==> config.mk <==
export PLATFORM = sky130hd
export DESIGN_NAME = jtag_tap_ctrl
export DESIGN_NICKNAME = d
export VERILOG_FILES = /design/src/rtl/jtag_pkg.sv /design/src/rtl/jtag_tap_fsm.sv /design/src/rtl/jtag_tap_ctrl.sv
export SDC_FILE = /design/constraint.sdc
export NUM_CORES = 1
export LEC_CHECK = 0
export CAP_MARGIN = 10
export CORE_UTILIZATION = 35
export CTS_CLUSTER_SIZE = 30
export DETAILED_ROUTE_END_ITERATION = 8
export GPL_TIMING_DRIVEN = 0
export PLACE_DENSITY = 0.59
export SYNTH_ARGS = -nofsm -noshare
export SYNTH_HDL_FRONTEND = slang
export SYNTH_HIERARCHICAL = 1
export SYNTH_SLANG_ARGS = --single-unit
==> constraint.sdc <==
create_clock -name tck -period 2.3 [get_ports tck]
set_input_delay 0.23 -clock tck [delete_from_list [all_inputs] [get_ports tck]]
set_output_delay 0.23 -clock tck [all_outputs]
set_load 0.005 [all_outputs]
==> src/rtl/jtag_pkg.sv <==
// Shared definitions for the JTAG TAP: state encodings, the TAP state enum,
// the Capture-IR pattern and the fixed BYPASS opcode rule.
package jtag_pkg;

    localparam logic [3:0] ST_EXIT2_DR   = 4'h0;
    localparam logic [3:0] ST_EXIT1_DR   = 4'h1;
    localparam logic [3:0] ST_SHIFT_DR   = 4'h2;
    localparam logic [3:0] ST_PAUSE_DR   = 4'h3;
    localparam logic [3:0] ST_SELECT_IR  = 4'h4;
    localparam logic [3:0] ST_UPDATE_DR  = 4'h5;
    localparam logic [3:0] ST_CAPTURE_DR = 4'h6;
    localparam logic [3:0] ST_SELECT_DR  = 4'h7;
    localparam logic [3:0] ST_EXIT2_IR   = 4'h8;
    localparam logic [3:0] ST_EXIT1_IR   = 4'h9;
    localparam logic [3:0] ST_SHIFT_IR   = 4'hA;
    localparam logic [3:0] ST_PAUSE_IR   = 4'hB;
    localparam logic [3:0] ST_RTI        = 4'hC;
    localparam logic [3:0] ST_UPDATE_IR  = 4'hD;
    localparam logic [3:0] ST_CAPTURE_IR = 4'hE;
    localparam logic [3:0] ST_TLR        = 4'hF;

    typedef enum logic [3:0] {
        S_EXIT2_DR   = ST_EXIT2_DR,
        S_EXIT1_DR   = ST_EXIT1_DR,
        S_SHIFT_DR   = ST_SHIFT_DR,
        S_PAUSE_DR   = ST_PAUSE_DR,
        S_SELECT_IR  = ST_SELECT_IR,
        S_UPDATE_DR  = ST_UPDATE_DR,
        S_CAPTURE_DR = ST_CAPTURE_DR,
        S_SELECT_DR  = ST_SELECT_DR,
        S_EXIT2_IR   = ST_EXIT2_IR,
        S_EXIT1_IR   = ST_EXIT1_IR,
        S_SHIFT_IR   = ST_SHIFT_IR,
        S_PAUSE_IR   = ST_PAUSE_IR,
        S_RTI        = ST_RTI,
        S_UPDATE_IR  = ST_UPDATE_IR,
        S_CAPTURE_IR = ST_CAPTURE_IR,
        S_TLR        = ST_TLR
    } tap_state_t;

    localparam logic [1:0] CAPTURE_IR_PAT = 2'b01;

    // The all-ones opcode is always BYPASS, whatever else the IR decode says.
    function automatic logic is_bypass_op(input logic [31:0] op, input int width);
        logic all_ones;
        all_ones = 1'b1;
        for (int i = 0; i < 32; i++) begin
            if (i < width) all_ones = all_ones & op[i];
        end
        return all_ones;
    endfunction

endpackage

==> src/rtl/jtag_tap_fsm.sv <==
// 16-state IEEE 1149.1 TAP state machine with the state decodes used by the
// instruction and data register paths.
module jtag_tap_fsm
    import jtag_pkg::*;
(
    input  logic tck,
    input  logic trstb,
    input  logic tms,
    output logic capture_dr,
    output logic shift_dr,
    output logic update_dr,
    output logic capture_ir,
    output logic shift_ir,
    output logic update_ir,
    output logic tlr
);

    tap_state_t state;
    tap_state_t state_nxt;

    always_ff @(posedge tck or negedge trstb) begin
        if (!trstb) state <= S_TLR;
        else        state <= state_nxt;
    end

    always_comb begin
        state_nxt = state;
        case (state)
            S_TLR:        state_nxt = tms ? S_TLR        : S_RTI;
            S_RTI:        state_nxt = tms ? S_SELECT_DR  : S_RTI;
            S_SELECT_DR:  state_nxt = tms ? S_SELECT_IR  : S_CAPTURE_DR;
            S_CAPTURE_DR: state_nxt = tms ? S_EXIT1_DR   : S_SHIFT_DR;
            S_SHIFT_DR:   state_nxt = tms ? S_EXIT1_DR   : S_SHIFT_DR;
            S_EXIT1_DR:   state_nxt = tms ? S_UPDATE_DR  : S_PAUSE_DR;
            S_PAUSE_DR:   state_nxt = tms ? S_EXIT2_DR   : S_PAUSE_DR;
            S_EXIT2_DR:   state_nxt = tms ? S_UPDATE_DR  : S_SHIFT_DR;
            S_UPDATE_DR:  state_nxt = tms ? S_SELECT_DR  : S_RTI;
            S_SELECT_IR:  state_nxt = tms ? S_TLR        : S_CAPTURE_IR;
            S_CAPTURE_IR: state_nxt = tms ? S_EXIT1_IR   : S_SHIFT_IR;
            S_SHIFT_IR:   state_nxt = tms ? S_EXIT1_IR   : S_SHIFT_IR;
            S_EXIT1_IR:   state_nxt = tms ? S_UPDATE_IR  : S_PAUSE_IR;
            S_PAUSE_IR:   state_nxt = tms ? S_EXIT2_IR   : S_PAUSE_IR;
            S_EXIT2_IR:   state_nxt = tms ? S_UPDATE_IR  : S_SHIFT_IR;
            S_UPDATE_IR:  state_nxt = tms ? S_SELECT_DR  : S_RTI;
            default:      state_nxt = S_TLR;
        endcase
    end

    assign capture_dr = (state == S_CAPTURE_DR);
    assign shift_dr   = (state == S_SHIFT_DR);
    assign update_dr  = (state == S_UPDATE_DR);
    assign capture_ir = (state == S_CAPTURE_IR);
    assign shift_ir   = (state == S_SHIFT_IR);
    assign update_ir  = (state == S_UPDATE_IR);
    assign tlr        = (state == S_TLR);

endmodule

==> src/rtl/jtag_tap_ctrl.sv <==
// JTAG TAP controller: IR, IDCODE and BYPASS registers, per-chain TDR strobes
// and the negedge TDO mux between the pads and the TDR network.
module jtag_tap_ctrl
    import jtag_pkg::*;
#(
    parameter int                  IR_WIDTH       = 4,
    parameter int                  N_TDR          = 2,
    parameter logic [31:0]         IDCODE_VALUE   = 32'h1000_0001,
    parameter logic [IR_WIDTH-1:0] INSTR_IDCODE   = IR_WIDTH'(4'h1),
    parameter logic [IR_WIDTH-1:0] INSTR_TDR_BASE = IR_WIDTH'(4'h2)
) (
    input  logic                tck,
    input  logic                trstb,
    input  logic                tms,
    input  logic                tdi,
    output logic                tdo,
    output logic                tdo_en,
    output logic                tdr_si,
    input  logic [N_TDR-1:0]    tdr_so,
    output logic [N_TDR-1:0]    tdr_select,
    output logic [N_TDR-1:0]    tdr_shift,
    output logic [N_TDR-1:0]    tdr_capture,
    output logic                tlr,
    output logic [IR_WIDTH-1:0] ir_value
);

    logic                capture_dr, shift_dr, update_dr;
    logic                capture_ir, shift_ir, update_ir;
    logic [IR_WIDTH-1:0] ir_sr;
    logic [IR_WIDTH-1:0] ir_q;
    logic [31:0]         idcode_sr;
    logic                bypass_q;
    logic                bypass_op;
    logic                sel_idcode;
    logic                dr_out;

    jtag_tap_fsm u_fsm (
        .tck        (tck),
        .trstb      (trstb),
        .tms        (tms),
        .capture_dr (capture_dr),
        .shift_dr   (shift_dr),
        .update_dr  (update_dr),
        .capture_ir (capture_ir),
        .shift_ir   (shift_ir),
        .update_ir  (update_ir),
        .tlr        (tlr)
    );

    assign tdr_si = tdi;

    // Test-Logic-Reset overrides the held IR straight away, not one clock later.
    assign ir_value = tlr ? INSTR_IDCODE : ir_q;

    always_ff @(posedge tck or negedge trstb) begin
        if (!trstb) begin
            ir_sr <= '0;
            ir_q  <= INSTR_IDCODE;
        end else begin
            if (capture_ir)    ir_sr <= IR_WIDTH'(CAPTURE_IR_PAT);
            else if (shift_ir) ir_sr <= {tdi, ir_sr[IR_WIDTH-1:1]};

            if (tlr)            ir_q <= INSTR_IDCODE;
            else if (update_ir) ir_q <= ir_sr;
        end
    end

    always_ff @(posedge tck or negedge trstb) begin
        if (!trstb) begin
            idcode_sr <= '0;
            bypass_q  <= 1'b0;
        end else if (capture_dr) begin
            idcode_sr <= IDCODE_VALUE;
            bypass_q  <= 1'b0;
        end else if (shift_dr) begin
            idcode_sr <= {tdi, idcode_sr[31:1]};
            bypass_q  <= tdi;
        end
    end

    always_comb begin
        bypass_op  = is_bypass_op(32'(ir_value), IR_WIDTH);
        sel_idcode = !bypass_op && (ir_value == INSTR_IDCODE);
        tdr_select = '0;
        for (int i = 0; i < N_TDR; i++) begin
            if (!bypass_op && !sel_idcode && (ir_value == INSTR_TDR_BASE + IR_WIDTH'(i)))
                tdr_select[i] = 1'b1;
        end
        tdr_shift   = tdr_select & {N_TDR{capture_dr | shift_dr}};
        tdr_capture = tdr_select & {N_TDR{capture_dr | update_dr}};

        if (sel_idcode)       dr_out = idcode_sr[0];
        else if (|tdr_select) dr_out = |(tdr_so & tdr_select);
        else                  dr_out = bypass_q;
    end

    // TDO launches on the falling edge so the next device samples it cleanly.
    always_ff @(negedge tck or negedge trstb) begin
        if (!trstb) begin
            tdo    <= 1'b0;
            tdo_en <= 1'b0;
        end else begin
            tdo_en <= shift_ir | shift_dr;
            if (shift_ir)      tdo <= ir_sr[0];
            else if (shift_dr) tdo <= dr_out;
        end
    end

endmodule

==> summary.md, run 1 <==
| Metric | Value |
|---|---|
| Post-Route Skew | `11.3 ps` |
| Initial Util | `0.370` |
| M3 GR Usage | `0.0322` |
| Post-Place Worst Slack | `-520 ps` |
| Routed Wire Length | `~4100 um` |
| Routed vias | `1495` |
| Core region area | `5610 um^2` |
| Sequential share of power | `0.411` |
| Crit path DAT | `1660 ps` |
| Worst hold margin | `384 ps` |
| Main synth FF type | `dfrtp_1` |
| Post-synth EDFFs | `0` |
| CTS Buffer Depth | `2` |
| Setup CP Type | `reg -> reg` |
| Synth top area cells | `dfrtp_1, mux2i_1, nor2_1, dfstp_2, dfrtn_1` |
| Ratio of cells with drive above 1 in the final layout | `0.254` |
| R2R cell count | `6` |
| Die Height | `roughly 80 um` |
| Synth Area in Simple Gates | `0.166` |
| Std cell rows | `27` |
| GPL Wtd Cong | `0.682` |
| Clk Latency, worst-skew pair | `300 ps` |
| NetSw | `0.932 mW` |
| Int Power | `1.85 mW` |
| Setup crit end kind | `flop` |
| HPWL after detailed placement | `2510 um` |
| Pin count of the biggest net entering global routing | `31` |
| Wirelength per Cell | `13.0 um` |
| Vias in the first global route | `1502` |
| Root buf cell | `clkbuf_8` |
| Met2 GRT Util | `0.230` |
| H-tree depth | `2` |
| Layout fillers | `532` |
| Maximum fanout along the worst path | `4` |
| I/O pin count | `20` |
| Routed Antenna Nets | `0` |
| Clock share of power | `0.171` |
| Cell Area, Placed | `about 2400 um^2` |
| Drt via density | `4.73` |
| CP Launch Type | `flop` |
| Synth Area in XOR/XNOR | `0` |
| Adder-cell share of the synthesized area | `0` |
| Diodes inserted | `0` |
| Util after Layout | `0.482` |
| Leading area contributor after synthesis | `dfrtp_1` |
| GRT Residual Overflow | `0` |
| Initial antenna violation count | `0` |
| PwrDens | `1030 nW/um^2` |
| Clock Sinks | `46` |
| Logic pwr share | `0.417` |
| Seq/Total Area, Yosys | `0.557` |
| Final setup margin | `-365 ps` |
| Slew HR | `0.711` |
| First-pass GRT wire length | `7050 um` |
| Full die area | `6250 um^2` |
| Measured slew at the worst slew-check pin | `434 ps` |
| Min-Delay Path Class | `in -> async` |
| Main combinational cell family by area after synthesis | `multiplexers` |
| FF+latch count, synth | `46` |
| Worst vdd ir | `about 0.00038 V` |
| GR peak layer | `met2` |
| Ys async rst share | `1.00` |
| Post-Syn Area | `2080 um^2` |
| Mux cell area share after synthesis | `0.179` |
| Post-synth top area share | `0.470` |
| Top-count cell post-synth | `nor2_1` |
| Final Cell Area | `2710 um^2` |
| Gr usage total | `0.147` |
| Syn avg cell area | `between 10 and 15 um^2` |
| Synth Warn # | `6` |
| Post-Syn Instances | `193` |
| Status | `finished with violations` |
| Fin nets | `around 250` |
| Synth Area in Compound Gates | `0.0554` |
| DR iter-0 viols | `64` |
| Final hold viol count | `0` |
| WP data required | `around 1300 ps` |
| Post-Syn Nets | `199` |
| Number of buffers created by CTS | `5` |
| Switch share | `0.335` |
| CTS tree | `done` |
| Pleak | `1.29 nW` |
| Failing checks | `setup timing` |
| RSZ-0062 raised after global routing | `true` |
| Top cells by instance count after synthesis | `nor2_1, dfrtp_1, mux2i_1` |
| Met1 usage | `0.192` |
| Die width | `roughly 79 um` |
| Slew Viols, Final | `0` |
| Max Cap Viol | `0` |
| # setup viols final | `2` |
| DRC | `0` |
| Count of input and output buffers | `19` |
| First-pass DRT Iterations | `4` |
| Distinct cells, synth | `34` |
| Area grow syn2layout | `30.2%` |
| Reg clk slew, reported paths | `~80 ps` |
## final timing paths
kind	start	endpoint	slack [ps]
worst max register to register	u_fsm/state[1]$_DFF_PN1_	tdo$_DFFE_NN0P_	-360
worst min register to register	tdo$_DFFE_NN0P_	tdo$_DFFE_NN0P_	490
worst min-delay path	trstb	ir_q[2]$_DFFE_PN0P_	380
min in group tck	tdo$_DFFE_NN0P_	tdo$_DFFE_NN0P_	490
max in group asynchronous	trstb	tdo$_DFFE_NN0P_	360
worst max-delay path	u_fsm/state[1]$_DFF_PN1_	tdo$_DFFE_NN0P_	-360
## cell families (layout without fill, tap and decap cells)
| kind of cell | Yosys count | count (layout) |
|---|---|---|
| AND/OR/NAND/NOR | 74 | 74 |
| buffers and inverters | 21 | 72 |
| flip-flops | 46 | 46 |
| AO/OA/AOI/OAI | 15 | 15 |
| multiplexers | 37 | 37 |
## critical path, stage by stage (launching register included)
cell	delay [ps]
dfstp_2	540
or2b_4	290
nor3_2	120
clkbuf_8	160
nor2_2	30
a22oi_1	130
o21ai_1	90
## cell usage in the layout (no fill, tap or decap), drive strengths merged
master          n
a211o           4
a211oi          1
a221o           1
a22o            1
a22oi           1
a31o            1
a31oi           2
and3            1
buf            31
clkbuf         15
clkdlybuf4s15   1
clkdlybuf4s50  11
clkinv          3
dfrtn           2
dfrtp          39
dfstp           5
dlygate4sd2     3
dlygate4sd3     1
inv             7
mux2            1
mux2i          36
nand2           4
nand2b          1
nand3           2
nand4b          1
nor2           47
nor2b           8
nor3            5
o21ai           3
o311a           1
or2             1
or2b            2
or3b            2
## state kept, by name, indices dropped and copies added (netlist names)
name,cells
idcode_sr,32
ir_q,4
ir_sr,4
u_fsm/state,4
tdo,1
tdo_en,1
## metal layers
metal / wire length, um / vias to the layer above
met3: 140 / 6
met4: 74 / 0
met5: 0 / -
met1: 2000 / 716
li1: - / 748
met2: 1880 / 25
## area by class of cell
cell class                 count  area, um^2  share of cell area
multi-input combinational    126         876               0.324
timing repair buffer          44         369               0.136
clock inverter                 2        13.8             0.00509
buffer                        12        96.3              0.0356
clock buffer                   6        72.6              0.0268
tap                           72        90.1              0.0333
inverter                       8        30.0              0.0111
sequential                    46        1160               0.428
## power by group through the flow
stage / clock, mW / combinational [mW] / sequential [mW]
final: 0.477 / 1.16 / 1.14
after global routing: 0.523 / 1.27 / 1.17
after CTS: 0.507 / 1.12 / 1.13
after detailed placement: 0 / 0.851 / 1.20
after global placement: 0 / 0.840 / 1.20
after floorplan: 0 / 0.616 / 1.15
## stage by stage
| stage | setup TNS (ps) | cells | power [mW] |
|---|---|---|---|
| 6_report | -423 | 316 | 2.78 |
| 5_1_grt | -567 | 316 | 2.97 |
| 4_1_cts | -406 | 314 | 2.76 |
| 3_5_place_dp | -1140 | 285 | 2.05 |
| 3_3_place_gp | -16980 | 284 | 2.04 |
| 2_1_floorplan | -447 | 193 | 1.76 |
## timing repair
item	4_1_cts	5_1_grt
endpoints found under the hold margin	13	0
pin swaps	2	2
resized for setup	23	9
buffers inserted	21	2
endpoints found under the setup margin	14	6
hold buffers	1	0
No activity file was read; power rests on OpenSTA's default activity.
==> inputs of run 2 (changes only) <==
Settings changed: GPL_TIMING_DRIVEN 0 to 1.
==> run 2 against run 1 <==
The run still ends with setup timing left. Clock power grew 1%. Sequential share of layout area rose by 1.4 points. Global-route usage decreased by 0.73 points. Sequential power about the same. Highest routed layer unchanged. Hold slack lost 49 ps. Largest power group is now registers. Combinational power fell by 3%. Total power fell by 0.76%.
==> summary.md, run 2 (synthesized netlist as in run 1, its figures left out) <==
| Metric | Value |
|---|---|
| Routed Antenna Nets | `0` |
| Initial antenna violation count | `0` |
| Die width | `79.0 um` |
| Number of buffers created by CTS | `5` |
| Multi-input logic area | `891 um^2` |
| Gr usage total | `0.139` |
| Slew Viols, Final | `0` |
| RSZ-0062 raised after global routing | `true` |
| Initial Util | `0.370` |
| Pin count of the biggest net entering global routing | `37` |
| Final Cell Area | `2620 um^2` |
| Diodes inserted | `0` |
| CP Launch Type | `flop` |
| Ratio of cells with drive above 1 in the final layout | `0.253` |
| Clk Latency, worst-skew pair | `300 ps` |
| Pleak | `between 1 and 1.5 nW` |
| I/O pin count | `20` |
| Std cell rows | `27` |
| Commonest cells after routing, fill and taps aside | `nor2_1, dfrtp_1, mux2i_1, buf_4, clkdlybuf4s50_1` |
| Status | `finished with violations` |
| Reg clk slew, reported paths | `80 ps` |
| Vias in the first global route | `between 1k and 1.5k` |
| Min-Delay Path Class | `in -> async` |
| Final setup margin | `-251 ps` |
| Crit path DAT | `1540 ps` |
| Routed Wire Length | `3920 um` |
| DR iter-0 viols | `81` |
| Cell Area, Placed | `2480 um^2` |
| Die Height | `between 70 and 80 um` |
| Reg area | `roughly 1200 um^2` |
| Maximum fanout along the worst path | `3` |
| Overall Power | `2.76 mW` |
| Largest register FFs | `32` |
| Worst vdd ir | `0.000373 V` |
| Count of input and output buffers | `19` |
| Routed vias | `1449` |
| Core region area | `5610 um^2` |
| Measured slew at the worst slew-check pin | `roughly 530 ps` |
| # setup viols final | `2` |
| Setup CP Type | `reg -> reg` |
| GPL Wtd Cong | `0.749` |
| H-tree depth | `2` |
| Layout fillers | `approximately 550` |
| First-pass GRT wire length | `approximately 6700 um` |
| Drt via density | `approximately 4.8` |
| Full die area | `6250 um^2` |
| PwrDens | `between 1000 and 1500 nW/um^2` |
| Largest Register | `idcode_sr` |
| Failing checks | `setup timing` |
| Fin nets | `238` |
| Util after Layout | `0.467` |
| First-pass DRT Iterations | `4` |
| Final hold viol count | `0` |
| Clock Sinks | `46` |
| CTS tree | `done` |
| Root buf cell | `clkbuf_8` |
| DRC | `0` |
| Slew HR | `0.648` |
| Wirelength per Cell | `12.8 um` |
| Setup crit end kind | `flop` |
| GRT Residual Overflow | `0` |
| HPWL after detailed placement | `around 2600 um` |
| Most common cell after layout, fill and taps aside | `nor2_1` |
| WP data required | `1290 ps` |
| Area grow syn2layout | `26.1%` |
| Max Cap Viol | `0` |
| Post-Route Skew | `4.33 ps` |
| CTS Buffer Depth | `2` |
## run 2: where the power goes
part / total [mW] / internal [mW] / switching (mW)
registers: 1.15 / 1.01 / 0.142
logic: 1.12 / 0.585 / 0.538
clock network: 0.482 / 0.215 / 0.268
total: 2.76 / 1.81 / 0.947
## run 2: layout make-up
cell class / count / area share
Sequential cell: 46 / 0.442
Multi-Input combinational cell: 126 / 0.340
Timing Repair Buffer: 45 / 0.139
Tap cell: 72 / 0.0344
Clock buffer: 6 / 0.0277
Inverter: 8 / 0.0115
Clock inverter: 2 / 0.00526
## run 2: path summary, 6_finish.rpt
path | startpoint | to | slack, ps | cells after the start
min in group tck | tdo$_DFFE_NN0P_ | tdo$_DFFE_NN0P_ | 470 | 2
max | u_fsm/state[1]$_DFF_PN1_ | tdo$_DFFE_NN0P_ | -250 | 5
max in group asynchronous | trstb | tdo$_DFFE_NN0P_ | 700 | 2
max reg2reg | u_fsm/state[1]$_DFF_PN1_ | tdo$_DFFE_NN0P_ | -250 | 5
min | trstb | ir_q[2]$_DFFE_PN0P_ | 340 | 2
min reg2reg | tdo$_DFFE_NN0P_ | tdo$_DFFE_NN0P_ | 470 | 2
## run 2: routing by layer
layer	vias up	GRT usage	wire length [um]
met5	-	0	0
met4	0	0.0545	63
met3	6	0.0356	153
met2	24	0.233	1890
met1	696	0.172	1810
li1	723	-	-
## run 2: critical path, cell delays in order (launching register included)
cell and delay, ps:
dfstp_2 530, or2b_4 290, nor3_4 150, nor2_2 60, a22oi_2 140, o21ai_1 80
## run 2: per-stage QoR
stage / setup slack, ps / setup TNS [ps] / hold slack (ps) / cells
after floorplan: -402 / -447 / -65.6 / 193
after global placement: -257 / -270 / 116 / 292
after detailed placement: -285 / -322 / 115 / 292
after CTS: -268 / -268 / 342 / 305
after global routing: -322 / -385 / 354 / 305
final: -251 / -272 / 335 / 305
## run 2: what timing repair did
| item | 4_1_cts | 5_1_grt |
|---|---|---|
| hold buffers | 1 | 0 |
| resized for setup | 25 | 5 |
| setup endpoints to repair | 11 | 6 |
| endpoints found under the hold margin | 3 | 0 |
| setup buffers | 5 | 0 |
| pin swaps | 3 | 1 |
